File: config.mk
export PLATFORM = sky130hd
export DESIGN_NAME = enet_rmii_rx_deframer
export DESIGN_NICKNAME = d
export VERILOG_FILES = /design/src/rtl/enet_pkg.sv /design/src/rtl/enet_rx_samp_gen.sv /design/src/rtl/enet_rmii_rx_deframer.sv
export SDC_FILE = /design/constraint.sdc
export NUM_CORES = 1
export LEC_CHECK = 0
export CORE_UTILIZATION = 52
export CTS_CLUSTER_DIAMETER = 200
export DETAILED_ROUTE_END_ITERATION = 8
export PLACE_DENSITY = 0.75
export SYNTH_ARGS = -nofsm -noshare
export SYNTH_HDL_FRONTEND = slang
export SYNTH_SLANG_ARGS = --single-unit
File: constraint.sdc
create_clock -name rmii_ref_clk -period 1.9 [get_ports rmii_ref_clk]
set_clock_uncertainty 0.2 [all_clocks]
set_input_delay 0.38 -clock rmii_ref_clk [delete_from_list [all_inputs] [get_ports rmii_ref_clk]]
set_output_delay 0.38 -clock rmii_ref_clk [all_outputs]
set_load 0.02 [all_outputs]
File: src/rtl/enet_pkg.sv
// enet_pkg: encodings shared by the RMII receive and transmit paths.
package enet_pkg;

   typedef enum logic [2:0] {
      ST_IDLE          = 3'd0,
      ST_PREAMBLE      = 3'd1,
      ST_DATA          = 3'd2,
      ST_FALSE_CARRIER = 3'd3,
      ST_DRAIN         = 3'd4
   } rx_state_e;

   localparam logic [1:0] DIBIT_PRE      = 2'b01;
   localparam logic [1:0] DIBIT_SFD_LAST = 2'b11;
   localparam logic [1:0] DIBIT_FC       = 2'b10;

   localparam int OUT_W_NIBBLE = 4;
   localparam int OUT_W_BYTE   = 8;

endpackage

File: src/rtl/enet_rx_samp_gen.sv
// enet_rx_samp_gen: RMII sample-enable generator (every clock at 100 Mb/s,
// every DIV_10T clocks at 10 Mb/s); a mode change restarts the divider.
module enet_rx_samp_gen #(
   parameter int DIV_10T = 10
) (
   input  logic clk_i,
   input  logic rst_n_i,
   input  logic mode_10t_i,
   output logic samp_en_o,
   output logic mode_chg_o
);

   localparam int CW = (DIV_10T > 1) ? $clog2(DIV_10T) : 1;
   localparam logic [CW-1:0] DIV_LAST = CW'(DIV_10T - 1);

   logic          mode_q;
   logic [CW-1:0] div_cnt_q, div_cnt_d;

   assign mode_chg_o = (mode_10t_i != mode_q);

   always_comb begin
      div_cnt_d = '0;
      samp_en_o = 1'b0;
      if (!mode_chg_o) begin
         if (mode_q) begin
            samp_en_o = (div_cnt_q == DIV_LAST);
            div_cnt_d = samp_en_o ? '0 : div_cnt_q + 1'b1;
         end else begin
            samp_en_o = 1'b1;
         end
      end
   end

   always_ff @(posedge clk_i) begin
      if (!rst_n_i) begin
         mode_q    <= 1'b0;
         div_cnt_q <= '0;
      end else begin
         mode_q    <= mode_10t_i;
         div_cnt_q <= div_cnt_d;
      end
   end

endmodule

File: src/rtl/enet_rmii_rx_deframer.sv
// enet_rmii_rx_deframer: RMII RX preamble/SFD stripper and dibit-to-word assembler.
// Optional statistics counters are built when ENET_RX_STAT_EN is defined.
//
// state            | meaning
// ST_IDLE          | no carrier; waiting for preamble or false-carrier dibit
// ST_PREAMBLE      | receiving 01 dibits, waiting for the 11 that ends the SFD
// ST_DATA          | assembling payload dibits into words
// ST_FALSE_CARRIER | carrier opened with 10; waiting for it to end
// ST_DRAIN         | jabber abort reported; discarding until carrier ends
module enet_rmii_rx_deframer import enet_pkg::*; #(
   parameter int SYNC_LV   = 2,
   parameter int OUT_W     = 8,
   parameter int DIV_10T   = 10,
   parameter int MAX_WORDS = 1536
) (
   input  logic             rmii_ref_clk,
   input  logic             rst_ref_n,
   input  logic             rmii_10T,
   input  logic             rmii_rx_crs_dv,
   input  logic [1:0]       rmii_rxd,
`ifdef ENET_RX_STAT_EN
   input  logic             stat_clr,
   output logic [15:0]      stat_frames,
   output logic [15:0]      stat_errs,
   output logic [15:0]      stat_fc,
`endif
   output logic [OUT_W-1:0] rx_data,
   output logic             rx_valid,
   output logic             rx_sof,
   output logic             rx_eof,
   output logic             rx_err,
   output logic             rx_false_carrier
);

   localparam int DIBITS = (OUT_W == OUT_W_NIBBLE) ? OUT_W_NIBBLE / 2 : OUT_W_BYTE / 2;
   localparam logic [1:0]  CNT_LAST = 2'(DIBITS - 1);
   localparam logic [10:0] WC_MAX   = 11'(MAX_WORDS);

   logic [SYNC_LV-1:0]      sync_dv_q;
   logic [SYNC_LV-1:0][1:0] sync_rxd_q;
   logic                    s_dv, d_dv_q;
   logic [1:0]              s_rxd, d_rxd_q;
   logic                    samp_en, mode_chg, commit, end_c;

   rx_state_e        state_q, state_d;
   logic [1:0]       cnt_q, cnt_d;
   logic [OUT_W-1:0] asm_q, asm_d, data_q, data_d, word;
   logic [10:0]      wc_q, wc_d, wc_inc;
   logic             sof_pend_q, sof_pend_d, jab_q, jab_d;
   logic             valid_q, valid_d, sof_q, sof_d, eof_q, eof_d;
   logic             err_q, err_d, fc_q, fc_d;

   enet_rx_samp_gen #(.DIV_10T(DIV_10T)) u_samp_gen (
      .clk_i      (rmii_ref_clk),
      .rst_n_i    (rst_ref_n),
      .mode_10t_i (rmii_10T),
      .samp_en_o  (samp_en),
      .mode_chg_o (mode_chg)
   );

   assign s_dv   = sync_dv_q[SYNC_LV-1];
   assign s_rxd  = sync_rxd_q[SYNC_LV-1];
   // Looking one sample back and one ahead rides over CRS_DV toggling at end of frame.
   assign commit = samp_en & (d_dv_q | s_dv);
   assign end_c  = samp_en & ~d_dv_q & ~s_dv;
   assign wc_inc = (wc_q == 11'h7FF) ? wc_q : wc_q + 11'd1;

   always_comb begin
      state_d    = state_q;
      cnt_d      = cnt_q;
      asm_d      = asm_q;
      data_d     = data_q;
      wc_d       = wc_q;
      sof_pend_d = sof_pend_q;
      jab_d      = jab_q;
      valid_d    = 1'b0;
      sof_d      = 1'b0;
      eof_d      = 1'b0;
      err_d      = 1'b0;
      fc_d       = 1'b0;
      word       = asm_q;
      word[{cnt_q, 1'b0} +: 2] = d_rxd_q;
      unique case (state_q)
         ST_IDLE: begin
            if (samp_en && s_dv) begin
               if (s_rxd == DIBIT_PRE)     state_d = ST_PREAMBLE;
               else if (s_rxd == DIBIT_FC) state_d = ST_FALSE_CARRIER;
            end
         end
         ST_PREAMBLE: begin
            if (commit) begin
               if (d_rxd_q == DIBIT_SFD_LAST) begin
                  state_d    = ST_DATA;
                  cnt_d      = '0;
                  asm_d      = '0;
                  wc_d       = '0;
                  sof_pend_d = 1'b1;
               end else if (d_rxd_q != DIBIT_PRE) begin
                  state_d = ST_IDLE;
               end
            end else if (end_c) begin
               state_d = ST_IDLE;
            end
         end
         ST_DATA: begin
            if (jab_q) begin
               eof_d   = 1'b1;
               err_d   = 1'b1;
               jab_d   = 1'b0;
               state_d = ST_DRAIN;
            end else if (commit) begin
               asm_d = word;
               if (cnt_q == CNT_LAST) begin
                  valid_d    = 1'b1;
                  sof_d      = sof_pend_q;
                  data_d     = word;
                  sof_pend_d = 1'b0;
                  cnt_d      = '0;
                  wc_d       = wc_inc;
                  jab_d      = (wc_inc >= WC_MAX);
               end else begin
                  cnt_d = cnt_q + 2'd1;
               end
            end else if (end_c) begin
               eof_d   = 1'b1;
               err_d   = (cnt_q != 2'd0) || sof_pend_q;
               state_d = ST_IDLE;
            end
         end
         ST_FALSE_CARRIER: begin
            if (end_c) begin
               fc_d    = 1'b1;
               state_d = ST_IDLE;
            end
         end
         ST_DRAIN: begin
            if (end_c) state_d = ST_IDLE;
         end
         default: state_d = ST_IDLE;
      endcase
      if (mode_chg) begin
         state_d    = ST_IDLE;
         cnt_d      = '0;
         sof_pend_d = 1'b0;
         jab_d      = 1'b0;
         eof_d      = 1'b0;
         err_d      = 1'b0;
      end
   end

   always_ff @(posedge rmii_ref_clk) begin
      if (!rst_ref_n) begin
         sync_dv_q  <= '0;
         sync_rxd_q <= '0;
         d_dv_q     <= 1'b0;
         d_rxd_q    <= '0;
         state_q    <= ST_IDLE;
         cnt_q      <= '0;
         asm_q      <= '0;
         data_q     <= '0;
         wc_q       <= '0;
         sof_pend_q <= 1'b0;
         jab_q      <= 1'b0;
         valid_q    <= 1'b0;
         sof_q      <= 1'b0;
         eof_q      <= 1'b0;
         err_q      <= 1'b0;
         fc_q       <= 1'b0;
      end else begin
         sync_dv_q  <= {sync_dv_q[SYNC_LV-2:0], rmii_rx_crs_dv};
         sync_rxd_q <= {sync_rxd_q[SYNC_LV-2:0], rmii_rxd};
         if (samp_en) begin
            d_dv_q  <= s_dv;
            d_rxd_q <= s_rxd;
         end
         state_q    <= state_d;
         cnt_q      <= cnt_d;
         asm_q      <= asm_d;
         data_q     <= data_d;
         wc_q       <= wc_d;
         sof_pend_q <= sof_pend_d;
         jab_q      <= jab_d;
         valid_q    <= valid_d;
         sof_q      <= sof_d;
         eof_q      <= eof_d;
         err_q      <= err_d;
         fc_q       <= fc_d;
      end
   end

   assign rx_data          = data_q;
   assign rx_valid         = valid_q;
   assign rx_sof           = sof_q;
   assign rx_eof           = eof_q;
   assign rx_err           = err_q;
   assign rx_false_carrier = fc_q;

`ifdef ENET_RX_STAT_EN
   logic [15:0] frames_q, errs_q, fc_cnt_q;

   always_ff @(posedge rmii_ref_clk) begin
      if (!rst_ref_n || stat_clr) begin
         frames_q <= '0;
         errs_q   <= '0;
         fc_cnt_q <= '0;
      end else begin
         if (eof_q && !err_q && frames_q != 16'hFFFF) frames_q <= frames_q + 16'd1;
         if (eof_q && err_q && errs_q != 16'hFFFF)    errs_q   <= errs_q + 16'd1;
         if (fc_q && fc_cnt_q != 16'hFFFF)            fc_cnt_q <= fc_cnt_q + 16'd1;
      end
   end

   assign stat_frames = frames_q;
   assign stat_errs   = errs_q;
   assign stat_fc     = fc_cnt_q;
`endif

endmodule

* Yosys cells after proc, flatten, opt, wreduce, memory -nomap -nowiden
Cells that the tools add are included.
Storage, ports and cells: bits in registers 53, input bits 6, output and inout port bits 13, word-level logic and storage cells 122
Cells by class: add/sub/neg operators 4, order comparisons 1, equality and inequality tests 21, shift-type cells 2, muxes and demuxes 47, bitwise operators 12, reductions and logical operators 16
Operators with widths (number):
- 11-bit two-way mux | 6
- 8-bit two-way mux | 4
- 3-bit two-way mux | 9
- 11-bit case mux with 2 select lines | 1
- 1-bit two-way mux | 17
- 8-bit case mux with 2 select lines | 1
- 2-bit inequality test (second input constant) | 6
- 3-bit case mux with 4 select lines | 1
- 11-bit by 1-bit adder with 11-bit output (second input constant) | 1
- 11-bit == test (second input constant) | 1
- 11-bit greater-or-equal comparator (second input constant) | 1
- 2-bit two-way mux | 5
- 8-bit bitwise mux | 1
- 1-bit NOT | 8
- 4-bit AND reduction | 2
- 4-bit OR reduction | 2
- 2-bit by 5-bit variable shift with 8-bit output (first input constant) | 1
- 2-bit by 5-bit variable part select with 8-bit output | 1
- 2-bit == test (second input constant) | 3
- 3-bit by 2-bit == test with 1-bit output (second input constant) | 2
- 3-bit inequality test (second input constant) | 2
- 6-bit AND reduction | 1
- 3-bit negation with 5-bit output | 1
- 5-bit AND reduction | 1
- 21 further kinds | 25

* Logic depth before layout (Yosys ltp)
depth after elaboration 9, depth in mapped cells 9, mapped depth without buffers 7

* Cells and area by module
A second synthesis with hierarchy kept.
Second synthesis, totals: cell total of the unflattened synthesis 292, area total of the unflattened synthesis 2682.6 um^2
By module, submodules not included:
- enet_rmii_rx_deframer | instances 1, cells an instance 270, area each 2466.1 um^2, seq. area each 960.9 um^2
- enet_rx_samp_gen | instances 1, cells an instance 22, area each 216.5 um^2, seq. area each 100.1 um^2

* Worst setup path before layout
OpenSTA, ideal clock, no wires.
path type reg-to-reg, start point register cnt_q[0], end point register asm_q[4], library setup time 0.128 ns, arrival 1.665 ns, data required time 1.572 ns, path slack -0.093 ns, stages on the path, launching flop included 8, buffers on the path 1, clock period less this slack 1.993 ns, cells stage by stage dfxtp_1 -> clkbuf_1 -> inv_1 -> ha_1 -> nor2b_1 -> a41o_1 -> a22oi_1 -> nor2_1
Between the ends: cells in the longest elaborated chain, start to end 6, elaborated cells between the ends (all ways) 7, classes of those cells add/sub: 1; shift: 2; mux: 4
RTL lines:
- from (decl) | RTL line enet_rmii_rx_deframer.sv:46 | logic [1:0] cnt_q, cnt_d;
- from (signal assigned) | RTL line enet_rmii_rx_deframer.sv:177 | cnt_q <= cnt_d;
- 3-bit negation with 5-bit output * | RTL line enet_rmii_rx_deframer.sv:82 | word[{cnt_q, 1'b0} +: 2] = d_rxd_q;
- 2-bit by 5-bit variable part select with 8-bit output or 2-bit by 5-bit variable shift with 8-bit output (tied branches) | RTL line enet_rmii_rx_deframer.sv:82
- 8-bit bitwise mux * | RTL line enet_rmii_rx_deframer.sv:82
- 8-bit two-way mux * | RTL line enet_rmii_rx_deframer.sv:111 | end else if (commit) begin
- 8-bit two-way mux * | RTL line enet_rmii_rx_deframer.sv:106 | if (jab_q) begin
- 8-bit case mux with 2 select lines * | RTL line enet_rmii_rx_deframer.sv:83 | unique case (state_q)
- to (signal assigned) | RTL line enet_rmii_rx_deframer.sv:178 | asm_q <= asm_d;
- to (decl) | RTL line enet_rmii_rx_deframer.sv:47 | logic [OUT_W-1:0] asm_q, asm_d, data_q, data_d, word;
Every way passes the cells marked *; elsewhere a longest branch is shown, timed or not. The select of a mux whose other input is x is not followed. A chain may end at the register's enable or synchronous reset.

* Worst setup path in the final report
start point register u_samp_gen.div_cnt_q[1], end point register cnt_q[0]
Between the ends: cells in the longest elaborated chain, start to end 6, elaborated cells between the ends (all ways) 7, classes of those cells eq/ne: 3; mux: 2; bitwise: 1; reduce/logical: 1
RTL lines:
- from (decl) | RTL line enet_rx_samp_gen.sv:17 | logic [CW-1:0] div_cnt_q, div_cnt_d;
- from (signal assigned) | RTL line enet_rx_samp_gen.sv:40 | div_cnt_q <= div_cnt_d;
- 4-bit == test * | RTL line enet_rx_samp_gen.sv:26 | samp_en_o = (div_cnt_q == DIV_LAST);
- 1-bit two-way mux * | RTL line enet_rx_samp_gen.sv:25 | if (mode_q) begin
- 1-bit two-way mux * | RTL line enet_rx_samp_gen.sv:24 | if (!mode_chg_o) begin
- 1-bit AND * | RTL line enet_rmii_rx_deframer.sv:64 | assign commit = samp_en & (d_dv_q | s_dv);
- 2-bit inequality test (no source line)
- 5-bit AND reduction (no source line) *
Every way passes the cells marked *; elsewhere a longest branch is shown, timed or not.

==> results.toml <==
[sta]
fin_crit_ps = 1990
finalSetupViolCount = 28
setup_ws_ps = -89.0
maxSlewHeadroom_pct = 74.3
hold_viol = 0
rsz0062_at_grt = "true"
fmax_mhz = 503
report.final.slew_viol_count = 0
tightest_slew_ps = 380
post-route-period-util_pct = 105

[logic_synthesis]
syn_avg_cell_area_sq_um = 8.65
yosys-top-cells-area = "dfxtp_1, nor2_1, ha_1"
syn_area_sq_um = 2510
synth_ff_type = "dfxtp_1"
seq_area_frac_synth_pct = 42.3
synth_seq_cells = 53
synthCells = 290
synth.top_cell.area_share_pct = 42.3
ys_types = 52
async_reset_ff_share_pct = 0
yosysTopAreaCell = "dfxtp_1"
syn_nets = 306
yosysWarnings = 0
synth_edf_count = 0

[floorplan]
die_y_um = 71.5
dieArea_sq_um = 5110
core_area_sq_um = 4500
io_pins = 19
die_w_um = 71.5
num_rows = 24
initial_utilization_pct = 55.7

[worst_setup_path]
path_class = "flop to flop"
cp_data_arrival_time_ps = 2030
worstRegToRegCells = 8
r2r_slack_ps = -90
crit_path_start_kind = "flop"
required_ps = 1940
r2r-start = "u_samp_gen.div_cnt_q[1]$_SDFF_PP0_"
critPathCaptureType = "flop"
crit_fanout = 4
r2r-end = "cnt_q[0]$_SDFFE_PP0P_"

[status]
outcome = "finished with violations"
violations = "negative setup slack"

[clock_network]
path_clk_slew_ps = 100
clk_latency_ps = 310
htreeDepth = 2
cts-root-buf = "clkbuf_8"
cts_buffers = 5
clock_sinks = 53
clk_path_buf_depth = 2
cts_tree = "done"

[detailed_routing]
antenna_left = 0
drt-met1-wl_um = 2860
wl_um = 6540
drt_iter0_drc = 151
drc = 0
route.met2.wl_um = 3300
post_drt_wl_per_cell_um = 16.3
via_per_inst = 5.94
route.met3.wl_um = 252
routed.top_layer = "met4"
vias = 2382
drt_first_pass_iters = 4

[hold_path]
whs_path_depth = 1
hold_class = "flop to flop"
hold_end = "sync_dv_q[1]$_SDFF_PN0_"
min_from = "sync_dv_q[0]$_SDFF_PN0_"

[placed_design]
place_congestion = 0.838
dp_hpwl_um = 4100
placed_area_sq_um = 3040
io_buffers = 18
placedCellCount = 388

[global_routing]
grt.overflow.total = 0
grt_max_degree = 18
grt_pass1_wl_um = 10100
grt_usage_pct = 25.5
antenna_found_initial = 0
grt_pass1_vias = 2226

[pwr]
p_int_mw = 1.60
p_comb_share_pct = 4.9
power.net_switching_uw = 436
power.leakage_nw = 1.28
seq_power_share_pct = 55.4
clkPwrFrac_pct = 39.7
ir_drop_v = 0.000451
powerDensity_nw_per_um2 = 590
swShare_pct = 21.5

[layout]
syn_to_final_growth_pct = 37.3
diodes = 0
final_cell_area_sq_um = 3450
final_common_cell = "dfxtp_1"
final_cell_mix = "dfxtp_1, buf_4, nor2_1"
fin_cells = 401
layout-drive-gt1-share_pct = 31.2
nets = 364

[flow_run]
drv_cap = 0
-- Yosys cell counts (4+ instances only) --
library cell and instances:
nand3b_1 4, a31oi_1 4, nor2b_1 6, inv_1 13, nand3_1 8, and2_1 9
o31ai_1 4, ha_1 10, nand2_1 10, or4_1 5, buf_2 4, clkbuf_1 8
nand4_1 6, a21oi_1 21, a22oi_1 11, dfxtp_1 53, nor3_1 17, nor2_1 41
o21ai_0 8
-- power groups by stage --
stage	registers, mW	logic, mW	clock network (mW)
6_report	1.13	0.101	0.806
5_1_grt	1.13	0.109	0.848
4_1_cts	1.12	0.0967	0.807
3_5_place_dp	1.15	0.0885	0
3_3_place_gp	1.15	0.0874	0
2_1_floorplan	1.15	0.0448	0
-- per-layer routing --
layer	vias to the layer above	global-route usage [%]
met4	0	10.0
li1	1156	-
met1	1154	31.5
met3	13	4.08
met5	-	0
met2	59	44.7
-- how the worst max path moves through the flow --
stage,cells after the start,endpoint,start
6_report,8,cnt_q[0]$_SDFFE_PP0P_,u_samp_gen.div_cnt_q[1]$_SDFF_PP0_
5_1_grt,8,rx_data[7]$_SDFFE_PN0P_,cnt_q[1]$_SDFFE_PP0P_
4_1_cts,8,cnt_q[0]$_SDFFE_PP0P_,u_samp_gen.div_cnt_q[1]$_SDFF_PP0_
3_5_place_dp,6,wc_q[4]$_SDFFE_PN0P_,rmii_10T
3_3_place_gp,6,wc_q[3]$_SDFFE_PN0P_,rmii_10T
2_1_floorplan,6,wc_q[3]$_SDFFE_PN0P_,state_q[2]$_SDFFE_PP0P_
-- cell type report --
type,instances,area (sq um)
clock buffer,6,82.6
clock inverter,2,37.5
multi-input combinational,209,1540
timing repair buffer,66,603
fill,305,1060
tap,52,65.1
sequential,53,1070
inverter,13,48.8
-- registers in the layout (all words and copies together), names as in the netlist --
name                  count
asm_q                     8
cnt_q                     2
d_dv_q                    1
d_rxd_q                   2
jab_q                     1
rx_data                   8
rx_eof                    1
rx_err                    1
rx_false_carrier          1
rx_sof                    1
rx_valid                  1
s_rxd                     2
sof_pend_q                1
state_q                   3
sync_dv_q                 2
sync_rxd_q                2
u_samp_gen.div_cnt_q      4
u_samp_gen.mode_q         1
wc_q                     11
-- kinds of logic after synthesis --
family / after synthesis / synth area share, %
adder cells (fa/ha/maj): 10 / 4.99
AO/OA/AOI/OAI: 71 / 19.2
XOR/XNOR: 2 / 0.698
AND/OR/NAND/NOR: 121 / 25.6
flip-flops: 53 / 42.3
multiplexers: 5 / 2.09
buffers and inverters: 28 / 5.13
-- worst max-delay path, stage by stage (launching register included) --
cell      delay (ps)
dfxtp_2          330
inv_2             50
ha_4             110
nand3b_1         180
buf_6            180
o22ai_4          200
o21ai_2          110
or4_1            420
a21oi_1          130
-- repair_timing --
action                                  in CTS  in global routing
pin swaps                                   10                 15
gates cloned                                 0                  2
hold buffers                                 0                  0
gates resized for setup                     26                 36
setup buffers                                1                  2
endpoints found under the setup margin      35                 35
-- metrics by stage --
stage                     hold WS (ps)  TNS (ps)  power (mW)  setup WS [ps]  utilization (%)
after floorplan                    212         0        1.19           6.39                -
after global placement             213    -13860        1.24           -495             67.5
after detailed placement           221    -15620        1.24           -556             67.5
after CTS                          243      -300        2.03          -45.1             72.4
after global routing               250     -4950        2.08           -223             76.5
final                              242      -917        2.03          -89.0             76.5
No activity file was read; power rests on OpenSTA's default activity.
